--- config.mk ---
export PLATFORM = sky130hd
export DESIGN_NAME = dlc_trim_ctrl
export DESIGN_NICKNAME = d
export VERILOG_FILES = /design/src/rtl/dlc_pkg.sv /design/src/rtl/dlc_cfg_shift.sv /design/src/rtl/dlc_trim_ctrl.sv
export SDC_FILE = /design/constraint.sdc
export NUM_CORES = 1
export LEC_CHECK = 0
export CORE_UTILIZATION = 30
export CTS_CLUSTER_SIZE = 40
export DETAILED_ROUTE_END_ITERATION = 16
export PLACE_DENSITY = 0.53
export SLEW_MARGIN = 15
export SYNTH_ARGS = -nofsm -noshare
export SYNTH_HDL_FRONTEND = slang
export SYNTH_HIERARCHICAL = 1
export SYNTH_SLANG_ARGS = --single-unit
--- constraint.sdc ---
create_clock -name clk -period 4.9 [get_ports clk]
set_clock_uncertainty 0.1 [all_clocks]
set_input_delay 0.98 -clock clk [delete_from_list [all_inputs] [get_ports clk]]
set_output_delay 0.98 -clock clk [all_outputs]
set_load 0.01 [all_outputs]
--- src/rtl/dlc_pkg.sv ---
// Shared types and helpers for the delay-line trim controller.
// Frame length depends on the DLC_TRIM_PARITY_EN build macro.
package dlc_pkg;

    typedef enum logic [1:0] {
        ST_OFF,
        ST_MUTE,
        ST_SETTLE,
        ST_RUN
    } dlc_state_e;

    function automatic int frame_len(input int channels, input int trim_w);
`ifdef DLC_TRIM_PARITY_EN
        return 2 * channels * trim_w + 1;
`else
        return 2 * channels * trim_w;
`endif
    endfunction

endpackage

--- src/rtl/dlc_cfg_shift.sv ---
// Serial config shadow register, saturating bit counter, parity check.
// DLC_TRIM_PARITY_EN appends one even-parity bit to the frame.
module dlc_cfg_shift
    import dlc_pkg::*;
#(
    parameter int CHANNELS = 2,
    parameter int TRIM_W   = 4
) (
    input  logic                         clk,
    input  logic                         rst_n,
    input  logic                         sdi,
    input  logic                         sen,
    input  logic                         clr,
    output logic                         frame_ok,
    output logic [2*CHANNELS*TRIM_W-1:0] shadow,
    output logic                         sdo
);

    localparam int FRAME_W   = 2 * CHANNELS * TRIM_W;
    localparam int FRAME_LEN = frame_len(CHANNELS, TRIM_W);
    localparam int CNT_W     = $clog2(FRAME_LEN + 2);

    localparam logic [CNT_W-1:0] CNT_FULL = CNT_W'(FRAME_LEN);
    localparam logic [CNT_W-1:0] CNT_SAT  = CNT_W'(FRAME_LEN + 1);

    logic [FRAME_LEN-1:0] sr;
    logic [CNT_W-1:0]     cnt;
    logic                 par_ok;

    // Shift when enabled; a latch edge clears the count and drops the shift
    always_ff @(posedge clk or negedge rst_n) begin
        if (!rst_n) begin
            sr  <= '0;
            cnt <= '0;
        end else if (clr) begin
            cnt <= '0;
        end else if (sen) begin
            sr <= {sr[FRAME_LEN-2:0], sdi};
            if (cnt != CNT_SAT) begin
                cnt <= cnt + 1'b1;
            end
        end
    end

`ifdef DLC_TRIM_PARITY_EN
    assign par_ok = ~^sr;
`else
    assign par_ok = 1'b1;
`endif

    assign frame_ok = (cnt == CNT_FULL) & par_ok;
    assign shadow   = sr[FRAME_LEN-1 -: FRAME_W];
    assign sdo      = sr[FRAME_LEN-1];

endmodule

--- src/rtl/dlc_trim_ctrl.sv ---
// Trim/enable controller: stages serial trims, commits with enables muted.
// Build option DLC_TRIM_PARITY_EN adds a parity bit to each frame.
module dlc_trim_ctrl
    import dlc_pkg::*;
#(
    parameter int CHANNELS = 2,
    parameter int TRIM_W   = 4,
    parameter int SETTLE   = 4
) (
    input  logic                       clk,
    input  logic                       rst_n,
    input  logic                       sdi,
    input  logic                       sen,
    input  logic                       latch,
    input  logic [CHANNELS-1:0]        sig,
    output logic                       sdo,
    output logic [CHANNELS*TRIM_W-1:0] trim_p,
    output logic [CHANNELS*TRIM_W-1:0] trim_n,
    output logic [CHANNELS-1:0]        en,
    output logic [CHANNELS-1:0]        sig_o,
    output logic                       busy,
    output logic                       cfg_err
);

    localparam int FRAME_W = 2 * CHANNELS * TRIM_W;
    localparam int SCNT_W  = $clog2(SETTLE + 1);

    localparam logic [SCNT_W-1:0] SCNT_LOAD = SCNT_W'(SETTLE - 1);

    logic               latch_q;
    logic               latch_edge;
    logic               frame_ok;
    logic               accept;
    logic [FRAME_W-1:0] shadow;
    logic [FRAME_W-1:0] staging;
    logic [SCNT_W-1:0]  scnt;
    dlc_state_e         state;

    assign latch_edge = latch & ~latch_q;
    assign accept     = latch_edge & frame_ok;

    dlc_cfg_shift #(
        .CHANNELS (CHANNELS),
        .TRIM_W   (TRIM_W)
    ) u_shift (
        .clk      (clk),
        .rst_n    (rst_n),
        .sdi      (sdi),
        .sen      (sen),
        .clr      (latch_edge),
        .frame_ok (frame_ok),
        .shadow   (shadow),
        .sdo      (sdo)
    );

    // Latch edge detect
    always_ff @(posedge clk or negedge rst_n) begin
        if (!rst_n) begin
            latch_q <= 1'b0;
        end else begin
            latch_q <= latch;
        end
    end

    // Stage accepted frames; every latch edge updates the sticky error
    always_ff @(posedge clk or negedge rst_n) begin
        if (!rst_n) begin
            staging <= '0;
            cfg_err <= 1'b0;
        end else if (latch_edge) begin
            cfg_err <= ~frame_ok;
            if (frame_ok) begin
                staging <= shadow;
            end
        end
    end

    // Commit FSM: mute, load trims, settle, then re-enable
    always_ff @(posedge clk or negedge rst_n) begin
        if (!rst_n) begin
            state  <= ST_OFF;
            scnt   <= '0;
            en     <= '0;
            busy   <= 1'b0;
            trim_p <= '0;
            trim_n <= '0;
        end else if (accept) begin
            state <= ST_MUTE;
            en    <= '0;
            busy  <= 1'b1;
        end else begin
            unique case (state)
                ST_MUTE: begin
                    state <= ST_SETTLE;
                    scnt  <= SCNT_LOAD;
                    for (int i = 0; i < CHANNELS; i++) begin
                        trim_p[i*TRIM_W +: TRIM_W] <=
                            staging[(2*i+1)*TRIM_W +: TRIM_W];
                        trim_n[i*TRIM_W +: TRIM_W] <=
                            staging[2*i*TRIM_W +: TRIM_W];
                    end
                end
                ST_SETTLE: begin
                    if (scnt == '0) begin
                        state <= ST_RUN;
                        en    <= '1;
                        busy  <= 1'b0;
                    end else begin
                        scnt <= scnt - 1'b1;
                    end
                end
                default: begin
                end
            endcase
        end
    end

    // Gate the injection signal with the current enable
    always_ff @(posedge clk or negedge rst_n) begin
        if (!rst_n) begin
            sig_o <= '0;
        end else begin
            sig_o <= sig & en;
        end
    end

endmodule
==> impl_metrics.csv <==
group,metric,value,unit
outcome,violations,"design-rule violations",
setup_path,crit_type,"primary input to register",
detailed_routing,vias,1597,
clock_tree,cts_resized,0,
timing,max_freq,362.0,MHz
finish,layout.cells.most_common,"dfrtp_1",
pwr,max-vdd-ir-drop,122.1,uV
clock_tree,holdBufCountCts,0,
setup_path,cp.required,5.02,ns
pwr,p_per_area,385.7,nW/um2
logic_synthesis,synth_nets,230,
logic_synthesis,ys_ff_latch,64,
place,port_buffers,29,
logic_synthesis,netlist.area_leader.share,58.31,%
global_route,grt_usage,10.75,%
timing,setup_violations,0,
logic_synthesis,yosysTopAreaCell,"dfrtp_1",
setup_path,crit_path_end_kind,"register",
setup_path,reg2reg_slack,2.76,ns
detailed_routing,drt_iter0_markers,71,
timing,max_slew_margin,36.21,%
detailed_routing,routed_wl,4483,um
place,dp_cells,345,
logic_synthesis,syn-instance-count,218,
clock_tree,clk_latency,0.34,ns
floorplan,ios,30,
detailed_routing,antenna_left,0,
hold_path,hp-class,"register to register",
finish,final_cell_area,3282,um2
finish,regArea,1602,um2
floorplan,row_count,34,
finish,instances_no_fill,360,
setup_path,cp_data_arrival_time,2.88,ns
place,placed_cell_area,3075,um2
timing,finalCritPeriodShare,56.38,%
setup_path,critPathLaunchType,"primary input",
timing,timing.hold.ws,0.3764,ns
logic_synthesis,synth_cell_types,34,
clock_tree,ctsRootBufferMaster,"clkbuf_8",
floorplan,die_width,97.68,um
finish,final_nets,260,
detailed_routing,drc,10,
logic_synthesis,synth_area_leaders,"dfrtp_1 58%, mux2_4 11%, nand2_1 7.1%",
global_route,grt_pass1_vias,1599,
detailed_routing,viasPerCell,4.436,
floorplan,die_area,9541,um2
finish,n_antenna_cell,0,
finish,layout-drive-gt1-share,21.03,%
logic_synthesis,synth_top_flop_cell,"dfrtp_1",
clock_tree,cts_tree,"built",
clock_tree,numCtsBuffers,9,
timing,report.final.hold_viol_count,0,
clock_tree,cts_setup_buffers,0,
logic_synthesis,synth_area_per_cell,12.60,um2
floorplan,die_y,97.68,um
global_route,antenna_found_initial,0,
pwr,power,1.266,mW
timing,rsz0062_at_grt,"false",
floorplan,core,8806,um2
global_route,grt_pass1_wl,7824,um
clock_tree,clk_pin_slew,0.07,ns
logic_synthesis,synth_edf_count,0,
flow_run,cap_viol_max_count,0,
global_route,grt_max_degree,37,
clock_tree,cts_max_path_buffers,2,
timing,setup_tns,0,ns
timing,finalCriticalPeriod,2.763,ns
place,gp_congestion,0.7237,
finish,layout_common_cells,"64 x dfrtp_1, 52 x nand2_1, 28 x clkdlybuf4s50_1",
timing,tightest_slew,0.9525,ns
clock_tree,numClockSinks,64,
global_route,overflow,0,
finish,nFillCells,876,
logic_synthesis,synthArstFlopShare,100.0,%
logic_synthesis,syn_area,2746,um2
finish,area_growth_syn_to_layout,19.50,%
pwr,power.leakage,1.610,nW
timing,maxSlewViolCount,0,
detailed_routing,first_pass_iters,10,
clock_tree,h-tree-depth,3,
outcome,status,"finished, violations left",
finish,multi_input_area,1020,um2
floorplan,initial_utilization,31.19,%
detailed_routing,wl_per_cell,12.45,um
place,dp_hpwl,2870,um
setup_path,crit_path_max_fanout,16,
logic_synthesis,ys_seq_area_share,58.31,%
logic_synthesis,synth_warnings,6,
==> Yosys cell counts, drive strengths merged, types with 4 or more instances <==
| cell | instances |
|---|---|
| dfrtp | 64 |
| nand2 | 52 |
| mux2 | 33 |
| buf | 10 |
| nor2 | 10 |
| inv | 7 |
| and2 | 5 |
| ha | 5 |
| nand2b | 5 |
| a21oi | 4 |
==> layout make-up <==
cell class	count	share of cell area (%)
timing repair buffer	30	8.921
sequential	64	48.80
inverter	7	0.8006
clock inverter	2	1.144
multi-input combinational	136	31.07
clock buffer	13	5.147
tap	108	4.117
==> logic make-up after synthesis <==
kind of cell / after synthesis / synth area share, %
buffers and inverters: 18 / 4.647
multiplexers: 34 / 16.63
flip-flops: 64 / 58.31
adder cells (fa/ha/maj): 5 / 2.278
AND/OR/NAND/NOR: 82 / 14.17
XOR/XNOR: 2 / 0.6379
AO/OA/AOI/OAI: 13 / 3.326
==> registers in the layout (all words and copies together) (netlist names) <==
signal          flops
cfg_err             1
trim_n              8
en                  1
scnt                3
trim_p              8
busy                1
latch_q             1
u_shift/shadow     16
u_shift/cnt         5
staging            16
state               2
sig_o               2
==> through the flow <==
stage | utilization (%) | worst slack [ns]
6_report | 37.27 | 2.137
5_1_grt | 37.27 | 2.049
4_1_cts | 37.27 | 2.129
3_5_place_dp | 34.92 | 1.782
3_3_place_gp | 34.92 | 1.819
2_1_floorplan | - | 2.825
==> worst max-delay path, cell delays in order <==
cell             delay, ns
clkdlybuf4s50_1       0.49
and2b_4               0.24
nor2b_2               0.75
mux2_2                0.41
==> report_power, final <==
| part | switching, mW | total (mW) | internal [mW] |
|---|---|---|---|
| Clock | 0.191 | 0.466 | 0.274 |
| Combinational | 0.0484 | 0.148 | 0.0992 |
| Sequential | 0.0564 | 0.653 | 0.596 |
| Total | 0.296 | 1.27 | 0.969 |
==> final timing paths <==
kind                       depth (start not counted)                             end                        from
hold / removal                                     2          staging[9]$_DFFE_PN0P_      staging[9]$_DFFE_PN0P_
setup reg to reg                                   5           trim_n[2]$_DFFE_PN0P_  u_shift/cnt[2]$_DFFE_PN0P_
hold reg to reg                                    2          staging[9]$_DFFE_PN0P_      staging[9]$_DFFE_PN0P_
setup / recovery                                   4   u_shift/shadow[2]$_DFFE_PN0P_                       latch
min in group asynchronous                          1           trim_n[5]$_DFFE_PN0P_                       rst_n
max in group asynchronous                          2  u_shift/shadow[15]$_DFFE_PN0P_                       rst_n
==> metal layers <==
layer	wire length, um	share of wire, %	GRT usage, %	vias to the layer above
li1	-	-	-	773
met4	87	1.9	5.594	0
met3	231	5.2	4.388	9
met5	0	0	0	-
met2	1967	44	15.17	37
met1	2198	49	14.04	778
Power figures use the tool's default switching activity.
==> RTL edit 1 (config.mk and constraints unchanged) <==
The 4 states of `dlc_state_e` get a one-hot encoding in 4 bits.
--- a/src/rtl/dlc_pkg.sv
+++ b/src/rtl/dlc_pkg.sv
@@ -3,9 +3,9 @@
 package dlc_pkg;
 
-    typedef enum logic [1:0] {
-        ST_OFF,
-        ST_MUTE,
-        ST_SETTLE,
-        ST_RUN
+    typedef enum logic [3:0] {
+        ST_OFF    = 4'b0001,
+        ST_MUTE   = 4'b0010,
+        ST_SETTLE = 4'b0100,
+        ST_RUN    = 4'b1000
     } dlc_state_e;
 
Formal check against the unedited RTL: same outputs for any inputs over 10 cycles, from zero or initial values and one cycle with rst_n low; not proved beyond that.
==> RTL edit 1 against the original RTL <==
Clock power decreased by 15%; fmax decreased by 7.2%; hold slack got worse by 0.0026 ns; global-route usage increased by 0.60 points; area after synthesis increased by 1.5%; count of clock-buffer cells in the layout decreased by 2; setup slack got worse by 0.21 ns; routed wire length increased by 4.5%; design area increased by 1.1%; power decreased by 4.3%; first-iteration DRC count decreased by 44%; sequential cell count increased by 2; critical endpoint is now scnt[0].
==> RTL edit 1: results (changes against the original RTL) <==
stage	metric	value	unit	change
min_path	whs_endpoint	staging[11]		
drt	dr.pass1.iters	6		-4
logic_synthesis	syn_nets	235		+2.2%
setup_path	cp_slowest_stage_delay	0.72	ns	-0.03 ns
setup_path	r2r-end	trim_p[0]		
power_and_ir_drop	pg_seq	668	µW	+2%
layout	multi_input_area	1031	µm²	+1.1%
layout	nFillCells	881		+0.57%
drt	first_iter_violations	40		-44%
placed_design	place_congestion	0.7169		-0.94%
min_path	hold_path_class	reg2reg		
setup_path	cp_slowest_cell	and2_1		
global_routing	grt_max_degree	43		+16%
logic_synthesis	muxShareOfSynthArea	16.38	%	-0.25 points
placed_design	placed_area	3146	µm²	+2.3%
logic_synthesis	synth_commonest_cells	dfrtp_1, nand2_1, mux2_4		
setup_path	critPathMaxFanout	21		+5
logic_synthesis	synth-xor-area-share	0.9425	%	+0.30 points
layout	clock_area_share	5.168	%	-1.1 points
cts	post_cts_buffers	0		unchanged
layout	nFlopsAndLatches	66		+3.1%
layout	multi_input_cells	140		+2.9%
layout	buffer_area_share	9.053	%	+0.13 points
power_and_ir_drop	switching_power	306.3	µW	+3.4%
logic_synthesis	synthAdderAreaFrac	2.244	%	-0.034 points
power_and_ir_drop	power_frac_seq	55.2	%	+3.6 points
setup_path	rr_startpoint	u_shift/cnt[0]		
logic_synthesis	yosysSeqAreaShare	59.29	%	+0.98 points
power_and_ir_drop	ir_worst_vdd	0.1039	mV	-15%
layout	seqCellArea	1653	µm²	+3.2%
logic_synthesis	ys_types	37		+8.8%
drt	wl	4686	µm	+4.5%
layout	fin_cells	368		+2.2%
min_path	min_from	staging[11]		
layout	fin_nets	267		+2.7%
global_routing	met2_usage	17.28	%	+2.1 points
outcome	outcome	finished, final reports clean		
placed_design	hpwl	2969	µm	+3.5%
timing	hold_ws	0.3738	ns	-0.002605 ns
logic_synthesis	synth_area	2788	µm²	+1.5%
global_routing	met3_usage	2.649	%	-1.7 points
setup_path	r2r_setup_slack	2.44	ns	-0.32 ns
global_routing	grt.total_usage	11.36	%	+0.60 points
layout	drive_gt1_share	21.92	%	+0.89 points
layout	nClkBuffers	11		-2
global_routing	use_met1	14.46	%	+0.41 points
global_routing	grt_pass1_wl	8438	µm	+7.8%
power_and_ir_drop	leakage	0.001576	µW	-2.1%
layout	seq_share	49.83	%	+1.0 points
-- RTL edit 1: cell types whose count changed after synthesis, moves of 2 or more --
cell,delta
buf_6,-2
nand2b_1,-2
nand3_1,+2
nand3b_4,-2
nor2_1,+2
o21a_1,+2
o21ai_1,+2
-- RTL edit 1: per-layer routing --
metal  vias up  wire (µm)
li1        798          -
met1       810       2326
met2        24       2118
met3         9        121
met4         0        119
met5         -          0
-- RTL edit 1: worst max path at each step --
stage / start / endpoint / slack (ns) / depth (start not counted)
3_5_place_dp: latch / scnt[0] / 1.54 / 5
4_1_cts: latch / scnt[0] / 1.89 / 5
6_report: latch / scnt[0] / 1.92 / 5
2_1_floorplan: latch / u_shift/shadow[10] / 2.66 / 5
5_1_grt: latch / scnt[0] / 1.68 / 5
3_3_place_gp: latch / scnt[0] / 1.63 / 5
-- RTL edit 1: tightest hold or removal path, cell delays in order (launching register included) --
cell     delay (ns)
dfrtp_1        0.34
nand2_1        0.05
nand2_1        0.05
==> RTL edit 2 (same settings) <==
Made on the original files. Build with the macro `DLC_TRIM_PARITY_EN` defined.
--- a/src/rtl/dlc_pkg.sv
+++ b/src/rtl/dlc_pkg.sv
@@ -1,4 +1,6 @@
 // Shared types and helpers for the delay-line trim controller.
 // Frame length depends on the DLC_TRIM_PARITY_EN build macro.
+`define DLC_TRIM_PARITY_EN
+
 package dlc_pkg;
 
Check against the original RTL: same outputs for any inputs over 10 cycles, from zero or initial values and one cycle with rst_n low; that may be too few to reach the edited logic, so the function may still have changed.
==> RTL edit 2 against the original RTL <==
Synthesized cell count grew 14%; cell count grew 12%; fmax shrank 1.8%; design area grew 6.0%; setup slack lost 0.051 ns; highest routed layer unchanged; area after synthesis grew 8.7%; sequential cell count grew 1; critical path depth grew 3; routed wire length grew 5.2%.
Power is not compared: it rests on default switching activity, and its combinational part moved more than twofold at a synthesized area within 25%.
==> RTL edit 2: results (changes against the original RTL) <==
stage	metric	value	unit	change
setup_path	critPathMaxFanout	22		+6
global_routing	grt.total_usage	10.42	%	-0.33 points
drt	wl	4715	µm	+5.2%
placed_design	place_congestion	0.7385		+2.0%
layout	nFillCells	962		+9.8%
logic_synthesis	yosysSeqAreaShare	54.51	%	-3.8 points
setup_path	worstPathArrival	2.93	ns	+0.05 ns
global_routing	use_met1	13.69	%	-0.36 points
drt	dr.pass1.iters	4		-6
drt	met3_length	163	µm	-29%
global_routing	grt_pass1_vias	1643		+2.8%
outcome	outcome	finished, final reports clean		
drt	vias	1666		+4.3%
drt	wl_met1	2295	µm	+4.4%
global_routing	grt_pass1_wl	7997	µm	+2.2%
drt	first_iter_violations	47		-34%
drt	wl_met2	2119	µm	+7.7%
timing	tightest_slew	0.9428	ns	-0.009681 ns
layout	fin_cells	402		+12%
logic_synthesis	syn_nets	260		+13%
layout	fin_nets	276		+6.2%
logic_synthesis	synth_cells	248		+14%
power_and_ir_drop	leakage	0.001668	µW	
logic_synthesis	yosys-top-cells-area	dfrtp_1, mux2_2, nand2_1		
global_routing	met2_usage	15.07	%	-0.094 points
placed_design	hpwl	3139	µm	+9.4%
global_routing	grt_max_degree	43		+16%
layout	drive_gt1_share	20.45	%	-0.59 points
placed_design	placed_area	3258	µm²	+5.9%
logic_synthesis	synth_commonest_cells	dfrtp_1, nand2_1, mux2_2		
==> RTL edit 2: changes by cell type after synthesis, moves of 2 or more <==
cell	before	now
mux2_2	12	22
buf_4	3	18
nor4bb_1	0	2
xnor3_1	0	2
xnor2_1	1	9
buf_2	2	4
xor2_1	1	4
mux2_4	20	10
==> RTL edit 2: path summary, 6_finish.rpt <==
kind                               start          end  slack [ns]  cells past startpoint
setup reg to reg           u_shift/sr[9]    trim_n[2]        2.09                      7
setup / recovery           u_shift/sr[9]    trim_n[2]        2.09                      7
hold / removal               staging[15]  staging[15]        0.37                      2
max in group asynchronous          rst_n   staging[2]        3.16                      2
hold reg to reg              staging[15]  staging[15]        0.37                      2
min in group asynchronous          rst_n    trim_p[4]        0.67                      1
==> RTL edit 2: worst max-delay path, stage by stage (launching register included) <==
cell and delay [ns]:
dfrtp_1 0.41, xnor2_1 0.29, xnor2_2 0.16, xnor3_1 0.36, mux2i_1 0.32, nand3b_4 0.30
nand3b_4 0.35, mux2_2 0.38
==> RTL edit 2: cell families (layout without fill, tap and decap cells) <==
group	count (synthesis)	count (layout)	synth area share, %
compound gates	12	12	2.726
fa+ha+maj	5	5	2.096
flops	65	65	54.51
mux	34	34	14.05
buf+inv	32	53	7.212
xor+xnor	16	16	5.870
simple gates	84	84	13.54
==> RTL edit 2: cell type report <==
class | count | area, µm² | area share (%)
tap | 133 | 166.4 | 4.784
sequential | 65 | 1627 | 46.76
clock inverter | 5 | 78.83 | 2.266
timing repair buffer | 31 | 300.3 | 8.633
clock buffer | 11 | 141.4 | 4.065
inverter | 6 | 22.52 | 0.6475
multi-input combinational | 151 | 1142 | 32.84
==> RTL edit 2: power breakdown <==
part           switching (µW)  internal, µW
Combinational             133           253
Sequential               79.7           607
Clock                     197           299
